$ cat config.mk
export PLATFORM = sky130hd
export DESIGN_NAME = bin_to_bcd_seq
export DESIGN_NICKNAME = d
export VERILOG_FILES = /design/src/rtl/bin_to_bcd_seq.sv
export SDC_FILE = /design/constraint.sdc
export NUM_CORES = 1
export LEC_CHECK = 0
export CORE_MARGIN = 8
export CORE_UTILIZATION = 58
export DETAILED_ROUTE_END_ITERATION = 10
export GPL_TIMING_DRIVEN = 0
export PLACE_DENSITY = 0.8
export RECOVER_POWER = 100
export SYNTH_ARGS = -nofsm -noshare
export SYNTH_HDL_FRONTEND = slang
export SYNTH_SLANG_ARGS = --single-unit
$ cat constraint.sdc
create_clock -name clk -period 4.6 [get_ports clk]
set_input_delay 0.69 -clock clk [delete_from_list [all_inputs] [get_ports clk]]
set_output_delay 0.69 -clock clk [all_outputs]
set_load 0.01 [all_outputs]
$ cat src/rtl/bin_to_bcd_seq.sv
// bin_to_bcd_seq: sequential binary-to-BCD converter (shift-add-3, one bit/clk).
// start/busy/done handshake; bcd_out and overflow hold until the next done.
// Optional: define BIN2BCD_EX3_OUT_EN to add ex3_out (each digit + 3),
// registered with bcd_out, so the downstream Excess-3 stage can be skipped.

// Per-digit add-3 correction; digit <= 9 in, so the result is at most 12.
module bin_to_bcd_digit (
  input  logic [3:0] d,
  output logic [3:0] q
);
  assign q = (d >= 4'd5) ? d + 4'd3 : d;
endmodule

module bin_to_bcd_seq #(
  parameter int BIN_W  = 8,
  parameter int DIGITS = 3
) (
  input  logic                  clk,
  input  logic                  rst_n,
  input  logic                  start,
  input  logic [BIN_W-1:0]      bin_in,
  output logic                  busy,
  output logic                  done,
  output logic [4*DIGITS-1:0]   bcd_out,
`ifdef BIN2BCD_EX3_OUT_EN
  output logic [4*DIGITS-1:0]   ex3_out,
`endif
  output logic                  overflow
);
  localparam int CW = $clog2(BIN_W + 1);

  typedef enum logic [1:0] {IDLE, SHIFT, DONE} state_t;

  state_t                  state;
  logic [DIGITS-1:0][3:0]  bcd_work;
  logic [DIGITS-1:0][3:0]  bcd_adj;
  logic [DIGITS-1:0][3:0]  bcd_next;
  logic [BIN_W-1:0]        bin_work;
  logic [CW-1:0]           cnt;
  logic                    ovf_acc;
  logic                    shift_out;

  // All digits corrected in parallel before the shift.
  for (genvar g = 0; g < DIGITS; g++) begin : g_dig
    bin_to_bcd_digit u_dig (.d(bcd_work[g]), .q(bcd_adj[g]));
  end

  // One shift step: top digit's MSB falls out, binary MSB enters digit 0.
  assign {shift_out, bcd_next} = {bcd_adj, bin_work[BIN_W-1]};

`ifdef BIN2BCD_EX3_OUT_EN
  logic [DIGITS-1:0][3:0] ex3_next;
  for (genvar g = 0; g < DIGITS; g++) begin : g_ex3
    assign ex3_next[g] = bcd_next[g] + 4'd3;
  end
`endif

  // Control FSM plus datapath; outputs are registered.
  always_ff @(posedge clk or negedge rst_n) begin
    if (!rst_n) begin
      state    <= IDLE;
      busy     <= 1'b0;
      done     <= 1'b0;
      overflow <= 1'b0;
      bcd_out  <= '0;
      bcd_work <= '0;
      bin_work <= '0;
      cnt      <= '0;
      ovf_acc  <= 1'b0;
`ifdef BIN2BCD_EX3_OUT_EN
      ex3_out  <= {DIGITS{4'h3}};
`endif
    end else begin
      case (state)
        IDLE: begin
          done <= 1'b0;
          if (start) begin
            bin_work <= bin_in;
            bcd_work <= '0;
            ovf_acc  <= 1'b0;
            cnt      <= CW'(BIN_W);
            busy     <= 1'b1;
            state    <= SHIFT;
          end
        end
        SHIFT: begin
          bcd_work <= bcd_next;
          bin_work <= bin_work << 1;
          ovf_acc  <= ovf_acc | shift_out;
          cnt      <= cnt - CW'(1);
          if (cnt == CW'(1)) begin
            state    <= DONE;
            busy     <= 1'b0;
            done     <= 1'b1;
            bcd_out  <= bcd_next;
            overflow <= ovf_acc | shift_out;
`ifdef BIN2BCD_EX3_OUT_EN
            ex3_out  <= ex3_next;
`endif
          end
        end
        DONE: begin
          done  <= 1'b0;
          state <= IDLE;
        end
        default: begin
          state <= IDLE;
          busy  <= 1'b0;
          done  <= 1'b0;
        end
      endcase
    end
  end
endmodule

; Yosys cells after proc, flatten, opt, wreduce, memory -nomap -nowiden
; Index checks and enable logic that the tools add are counted.
[op_classes]
muxes = 19
bitwise_logic = 2
addsub = 4
n_eq_ne = 5
n_reduce_logical = 6
n_lt_le_gt_ge = 3
[ops]
columns = op, count
row1 = case mux 12 bit (2 select lines), 1
row2 = two-way mux 4 bit, 4
row3 = case mux 8 bit (2 select lines), 1
row4 = adder 4 x 2 -> 4 bit (second input constant), 3
row5 = >= comparator 4 x 3 -> 1 bit (second input constant), 3
row6 = two-way mux 12 bit, 1
row7 = two-way mux 8 bit, 1
row8 = case mux 4 bit (2 select lines), 1
row9 = AND reduction 2 bit, 3
row10 = two-way mux 1 bit, 5
row11 = equality test 4 x 1 -> 1 bit (second input constant), 1
row12 = two-way mux 2 bit, 2
row13 = != test 2 bit (second input constant), 2
row14 = case mux 2 bit (2 select lines), 1
row15 = subtractor 4 x 1 -> 4 bit (second input constant), 1
row16 = case mux 1 bit (3 select lines), 1
row17 = AND reduction 3 bit, 1
row18 = equality test 2 x 1 -> 1 bit (second input constant), 1
row19 = equality test 2 bit (second input constant), 1
row20 = logical NOT 2 bit, 1
row21 = case mux 1 bit (2 select lines), 1
row22 = nonzero test 2 bit, 1
row23 = inverter 1 bit, 1
row24 = OR 1 bit, 1
[totals]
out_inout_bits = 15
regBits = 42

; Depth between registers and ports, before layout
; Gate-level depths: netlist of run 1.
[depth]
ltp_word = 4
depth_mapped = 8
ltp_nobuf = 7

; By module
; Synthesis of run 1 repeated with hierarchy kept, for this count alone.
[hier_totals]
cells_unflattened = 182
area_unflattened_um2 = 2028.2
[modules_own_cells]
columns = mod, cells_each, area_per_inst_um2, seq_area_each_um2, instances
row1 = bin_to_bcd_seq, 134, 1724.2, 1051.0, 1
row2 = bin_to_bcd_digit, 16, 101.3, 0.0, 3

; Least setup slack after synthesis of run 1
; OpenSTA, ideal clock, no wires.
[synth_timing]
path_kind = input-to-reg
from = input port start
to = register bcd_work[11] (netlist bit)
setup_ns = 0.130
slack_ns = 3.116
stages = 5
arrival_time_ns = 1.354
cell_sequence = nor3b_1 -> nor2_2 -> buf_6 -> o21ai_0 -> o21ai_1
[synth_via]
elab_chain_len = 2
[synth_lines]
columns = element, line
row1 = "start, declared", 20  ; input logic start,
row2 = != test 2 bit (no source line), --
row3 = AND reduction 2 bit (no source line), --
row4 = "end signal, assigned", 87  ; bcd_work <= bcd_next;
row5 = "end, declared", 35  ; logic [DIGITS-1:0][3:0] bcd_work;
; Every way passes these cells.
; A chain may end at the register's enable or synchronous reset.

; Worst setup path in the final report of run 1
[layout_timing]
from = register cnt[1]
to = register bcd_out[2]
[layout_via]
elab_chain_len = 2
[layout_lines]
columns = element, line
row1 = "start, declared", 39  ; logic [CW-1:0] cnt;
row2 = "start signal, assigned", 81  ; cnt <= CW'(BIN_W);
row3 = "start signal, assigned", 90  ; cnt <= cnt - CW'(1);
row4 = equality test 4 x 1 -> 1 bit, 91  ; if (cnt == CW'(1)) begin
row5 = AND reduction 2 bit (no source line), --
row6 = "end signal, assigned", 95  ; bcd_out <= bcd_next;
row7 = "end, declared", 24  ; output logic [4*DIGITS-1:0] bcd_out,
; Every way passes these cells.

==> results of run 1 <==
==> worst min-delay path by stage <==
| stage | from | to |
|---|---|---|
| final | bcd_out[1]$_DFFE_PN0P_ | bcd_out[1]$_DFFE_PN0P_ |
| after global routing | bcd_out[1]$_DFFE_PN0P_ | bcd_out[1]$_DFFE_PN0P_ |
| after CTS | rst_n | bcd_work[2]$_DFFE_PN0P_ |
| after detailed placement | bcd_out[0]$_DFFE_PN0P_ | bcd_out[0]$_DFFE_PN0P_ |
| after global placement | bcd_out[9]$_DFFE_PN0P_ | bcd_out[9]$_DFFE_PN0P_ |
| after floorplan | rst_n | bcd_out[0]$_DFFE_PN0P_ |
==> metrics by stage <==
stage                     setup WS [ns]  utilization  hold slack, ns
after detailed placement           2.45        0.694           0.468
after floorplan                    3.12            -           0.394
after global routing               1.92        0.704           0.523
after CTS                          2.60        0.716           0.466
after global placement             1.85        0.695           0.462
final                              2.31        0.704           0.488
==> power by group through the flow <==
stage	logic, µW	registers [µW]	clock network [µW]
finish	803	665	235
global route	904	687	256
CTS	865	671	240
detailed placement	857	679	0
global placement	819	668	0
floorplan	547	684	0
==> metal layers <==
layer  vias up  GRT usage  wire (µm)
met4         0     0.0783         65
met3         8     0.0626        256
met1       722      0.200       1810
met5         -          0          0
met2        32      0.274       2000
li1        751          -          -
==> cell type report <==
type / instances / area (µm²) / share of cell area
sequential: 42 / 1050 / 0.448
multi-input combinational: 140 / 833 / 0.355
timing repair buffer: 25 / 244 / 0.104
tap: 46 / 57.6 / 0.0245
buffer: 10 / 48.8 / 0.0208
clock buffer: 7 / 45.0 / 0.0192
inverter: 10 / 38.8 / 0.0165
clock inverter: 1 / 30.0 / 0.0128
==> registers in the layout, indices dropped and copies added, names as in the netlist <==
register and flops:
bcd_out 12, bcd_work 12, bin_work 8, cnt 4, state 2, busy 1
done 1, overflow 1, ovf_acc 1
==> cell usage after synthesis <==
library cell   n
mux2i_1        3
or3b_2         4
a21oi_2        1
a21oi_1        6
nor2_2         1
a31oi_1       10
nor2_1        15
nand2_1       36
a2bb2oi_1      1
nand2b_1       5
nor3_1         3
ha_1           8
clkbuf_1       2
inv_1          9
o21ai_1        3
a22o_1         4
buf_8          1
buf_6          2
dfrtp_1       42
inv_4          1
nor4_1         1
nor2b_1        2
nor3b_1        4
nand3_1        1
o31ai_1        1
o22ai_1        1
nor3b_4        1
xnor2_1        4
mux2_2         3
mux2_4         1
o21ai_0       20
nand2_4        1
buf_2          5
==> cell families after synthesis <==
logic type / count (synthesis) / synth area share
multiplexers: 7 / 0.0392
AO/OA/AOI/OAI: 47 / 0.136
buffers and inverters: 20 / 0.0547
flip-flops: 42 / 0.522
XOR/XNOR: 4 / 0.0174
adder cells (fa/ha/maj): 8 / 0.0498
AND/OR/NAND/NOR: 74 / 0.180
==> worst reg2reg max path, stage by stage (launching register included) <==
cell and delay, ns:
dfrtp_1 0.41, inv_1 0.09, ha_1 0.16, nor3b_1 0.48, nand2_4 0.09, clkinvlp_2 0.15
clkbuf_1 0.43, mux2_1 0.38
==> cell usage in the layout, fill, tap and decap left out, drive strengths merged, types with 5 or more instances in the layout <==
cell           netlist  final
a21oi                7      7
a31oi               10     10
clkbuf               2     14
clkdlybuf4s50        0      8
dfrtp               42     42
dlygate4sd3          0     16
ha                   8      8
inv                 10      9
nand2               37     37
nand2b               5      5
nor2                16     16
nor3b                5      5
o21ai               23     23
==> out/results.ini, run 1 <==
[sta]
slew_violations=43
fin_crit_ns=2.29
period_share=0.498
fmax_ghz=0.437
hold_violations=0
worstMarginPinSlew_ns=2.15
slew_headroom=-0.432
setup_tns_ns=0
clock-skew-final_ns=0.0111
rsz0062_at_grt=no
setup_viol=0

[critical_path]
r2r_slack_ns=2.31
r2r_cells=7
timing.rr.start=cnt[1]$_DFFE_PN0P_
crit_slowest_cell=nor3b_1
rr_endpoint=bcd_out[2]$_DFFE_PN0P_
crit_start=cnt[1]$_DFFE_PN0P_
crit_chain=inv_1, ha_1, nor3b_1, nand2_4, clkinvlp_2, clkbuf_1, mux2_1
crit_cells=7
critPathMaxStageDelay_ns=0.48
worstSetupEndpoint=bcd_out[2]$_DFFE_PN0P_
required_ns=4.85
arrival_ns=2.54
cp_max_fo=10
path_buf_inv=3
worst_setup_path_end_kind=flop
startpoint_type=flop
critPathTopFamily=buffers and inverters
crit_type=reg -> reg

[die]
initial_core_util=0.603
die_h_um=74.9
core_um2=3340
die_w_um=74.9
top_level_ports=26
rows=21
dieArea_um2=5610

[synth]
seq_area_frac_synth=0.522
netlist_area_um2=2010
synth_area_per_cell_um2=9.96
synth-seq-cells=42
synth_top_area_share=0.522
synthCells=202
synthTopCellsByArea=dfrtp_1 52%, nand2_1 6.7%, ha_1 5.0%
yosys.area.top_type=dfrtp_1
yosys_warnings=0
yosysUniqueCellTypes=33
synth.net_count=221

[pwr]
p_seq_frac=0.390
p_leak_uw=0.00105
p_sw_uw=682
p_sw_frac=0.400
power.density_nw_per_um2=725
vdd_drop_max_uv=342
p_total_uw=1700
internal_power_uw=1020
comb_power_share=0.472
clkPwrFrac=0.138

[layout]
instances_no_fill=281
drive_gt1_frac=0.0851
fin_nets=253
area_delta_synth_final_pct=16.7
design_area_um2=2350
nFillCells=279
antenna_cells=0

[status]
status=finished, violations left
violations=capacitance limit, slew limit

[global_routing]
grt_pass1_wl_mm=7.27
grt_pass1_vias=1578
grt_antenna_before_repair=0
grtUsageTotal=0.171
grt_overflow=0
grt_max_degree=43

[clocking]
clock_sinks=42
cts_hold_buf=0
postCtsSetupRepairBufs=0
root_buffer=clkbuf_4
cts_made_buffers=5
clkTransAtPathRegs_ns=0.12
cts_resized=0
cts_tree=yes
insertion_delay_ns=0.36
htreeDepth=2
cts_buffer_depth=2

[placement]
io_buffers=25
dp.cells=273
place.gp.congestion=0.819
dpl-instance-area_um2=2310
dp_hpwl_mm=2.95

[drt]
dr.pass1.iters=6
vias=1513
wl_per_cell_um=14.7
ant_nets=0
drc_errors=0
drtIter0Drc=70
viasPerCell=5.38
routed_wl_mm=4.13

[flow_run]
cap_violations=1

[min_path]
min_path_type=reg -> reg
hold_path_depth=2

Power figures use the tool's default switching activity.
==> inputs of run 2 (changes only) <==
--- a/config.mk
+++ b/config.mk
@@ -6,10 +6,10 @@
 export NUM_CORES = 1
 export LEC_CHECK = 0
 export CORE_MARGIN = 8
-export CORE_UTILIZATION = 58
+export CORE_UTILIZATION = 49
 export DETAILED_ROUTE_END_ITERATION = 10
 export GPL_TIMING_DRIVEN = 0
-export PLACE_DENSITY = 0.8
+export PLACE_DENSITY = 0.72
 export RECOVER_POWER = 100
 export SYNTH_ARGS = -nofsm -noshare
 export SYNTH_HDL_FRONTEND = slang
==> constraint.sdc (replaced) <==
create_clock -name clk -period 2 [get_ports clk]
set_input_delay 0.3 -clock clk [delete_from_list [all_inputs] [get_ports clk]]
set_output_delay 0.3 -clock clk [all_outputs]
set_load 0.01 [all_outputs]
==> run 2 against run 1 <==
Net effect: the flow now finishes without violations; critical path type unchanged; final area grew 3.2%; highest routed layer unchanged; power grew 130%; clock power grew 130%; combinational power grew 130%.
==> out/results.ini, run 2 (synthesis results as in run 1) <==
[status]
status=finished, final reports clean

[die]
die_w_um=80.1  ; +6.9%
initial_core_util=0.507  ; -0.0963
top_level_ports=26  ; unchanged
dieArea_um2=6410  ; +14%
die_h_um=80.1  ; +6.9%
core_um2=3970  ; +19%
rows=23  ; +9.5%

[sta]
rsz0062_at_grt=no
fin_crit_ns=1.66  ; -0.629 ns
clock-skew-final_ns=0.00777  ; -0.00336 ns
fin_hold_ws_ns=0.474  ; -0.0141 ns
setup_tns_ns=0  ; unchanged
setup_viol=0  ; unchanged
slew_headroom=0.177  ; +0.610
worstMarginPinSlew_ns=1.23  ; -0.914 ns
fmax_ghz=0.602  ; +38%
slew_violations=0  ; -100%
hold_violations=0  ; unchanged
period_share=0.830  ; +0.333

[drt]
drc_errors=0  ; unchanged
wl_per_cell_um=14.4  ; -2.2%
ant_nets=0  ; unchanged
viasPerCell=5.34  ; -0.88%
dr.pass1.iters=4  ; -2
vias=1521  ; +0.53%
routed_wl_mm=4.10  ; -0.80%
drtIter0Drc=116  ; +66%

[global_routing]
grt_overflow=0  ; unchanged
grtUsageTotal=0.143  ; -0.0285
grt_pass1_vias=1515  ; -4.0%
grt_antenna_before_repair=0  ; unchanged
grt_pass1_wl_mm=7.08  ; -2.7%
grt_max_degree=24  ; -44%

[layout]
layout_commonest_cell=dfrtp_1
postLayoutCoreUtil=0.610  ; -0.0935
layout_common_cells=42 x dfrtp_1, 36 x nand2_1, 23 x o21ai_0
top_regs=bcd_out x12, bcd_work x12, bin_work x8
design_area_um2=2420  ; +3.2%
area_delta_synth_final_pct=20.5
nFillCells=366  ; +31%
fin_nets=255  ; +0.79%
antenna_cells=0  ; unchanged
drive_gt1_frac=0.0894  ; +0.00426

[critical_path]
required_ns=2.18  ; -2.67 ns
cp_max_fo=10  ; unchanged
crit_type=reg -> reg
worst_setup_path_end_kind=flop
startpoint_type=flop
arrival_ns=1.84  ; -0.70 ns

[clocking]
cts_buffer_depth=2  ; unchanged
cts_made_buffers=5  ; unchanged
cts_tree=yes
clkTransAtPathRegs_ns=0.07  ; -0.05 ns
root_buffer=clkbuf_8
htreeDepth=2  ; unchanged
postCtsSetupRepairBufs=0  ; unchanged
clock_sinks=42  ; unchanged
insertion_delay_ns=0.30  ; -0.06 ns

[flow_run]
cap_violations=0  ; -1

[pwr]
p_total_uw=3920  ; +130%
p_leak_uw=0.00108  ; +3.4%
vdd_drop_max_uv=611  ; +79%
power.density_nw_per_um2=1620  ; +120%

[placement]
place.gp.congestion=0.805  ; -1.6%
io_buffers=25  ; unchanged
dp_hpwl_mm=2.95  ; about the same
dpl-instance-area_um2=2350  ; +1.4%

[min_path]
min_path_type=reg -> reg

## run 2: cell types whose count changed in the layout (fill, tap and decap cells not counted), moves of 2 or more
cell / previous run / this run
clkbuf_8: 0 / 6
clkbuf_4: 5 / 0
buf_2: 3 / 1
clkbuf_1: 9 / 7
## run 2: final timing paths
check	startpoint	endpoint	slack, ns	cells after the start
min in group asynchronous	rst_n	bcd_out[3]$_DFFE_PN0P_	0.78	2
worst max register to register	cnt[1]$_DFFE_PN0P_	bcd_out[2]$_DFFE_PN0P_	0.34	7
worst max-delay path	cnt[1]$_DFFE_PN0P_	bcd_out[2]$_DFFE_PN0P_	0.34	7
max in group asynchronous	rst_n	state[0]$_DFFE_PN0P_	0.49	2
worst min-delay path	bcd_out[4]$_DFFE_PN0P_	bcd_out[4]$_DFFE_PN0P_	0.47	2
worst min register to register	bcd_out[4]$_DFFE_PN0P_	bcd_out[4]$_DFFE_PN0P_	0.47	2
## run 2: timing repair
action / CTS / global route
resized for setup: 0 / 0
hold endpoints to repair: 19 / 0
hold buffers: 1 / 0
## run 2: power by group
group	total [µW]	internal [µW]	leakage [µW]	switching, µW
Clock	541	266	0.0000431	275
Combinational	1840	867	0.000535	975
Sequential	1540	1250	0.000507	287
## run 2: critical path, stage by stage, from the launching register on
cell,delay (ns)
dfrtp_1,0.40
inv_1,0.09
ha_1,0.16
nor3b_4,0.27
nand2_4,0.08
inv_4,0.09
buf_8,0.14
mux2_1,0.32
## run 2: routing by layer
layer | GRT usage | routed length, µm
met3 | 0.0357 | 226
met1 | 0.175 | 1850
met5 | 0 | 0
met2 | 0.226 | 1930
met4 | 0.0764 | 91
## run 2: area by class of cell
| type | instances | area, µm² | share of cell area |
|---|---|---|---|
| sequential | 42 | 1050 | 0.434 |
| multi-input combinational | 140 | 841 | 0.347 |
| timing repair buffer | 27 | 282 | 0.116 |
| clock buffer | 6 | 82.6 | 0.0341 |
| buffer | 10 | 65.1 | 0.0268 |
| tap | 50 | 62.6 | 0.0258 |
| inverter | 10 | 40.0 | 0.0165 |
## run 2: stage by stage
| stage | setup WS (ns) | cells |
|---|---|---|
| 6_report | 0.339 | 285 |
| 5_1_grt | 0.203 | 285 |
| 4_1_cts | 0.346 | 285 |
| 3_5_place_dp | 0.266 | 278 |
| 3_3_place_gp | -0.475 | 277 |
| 2_1_floorplan | 0.518 | 202 |
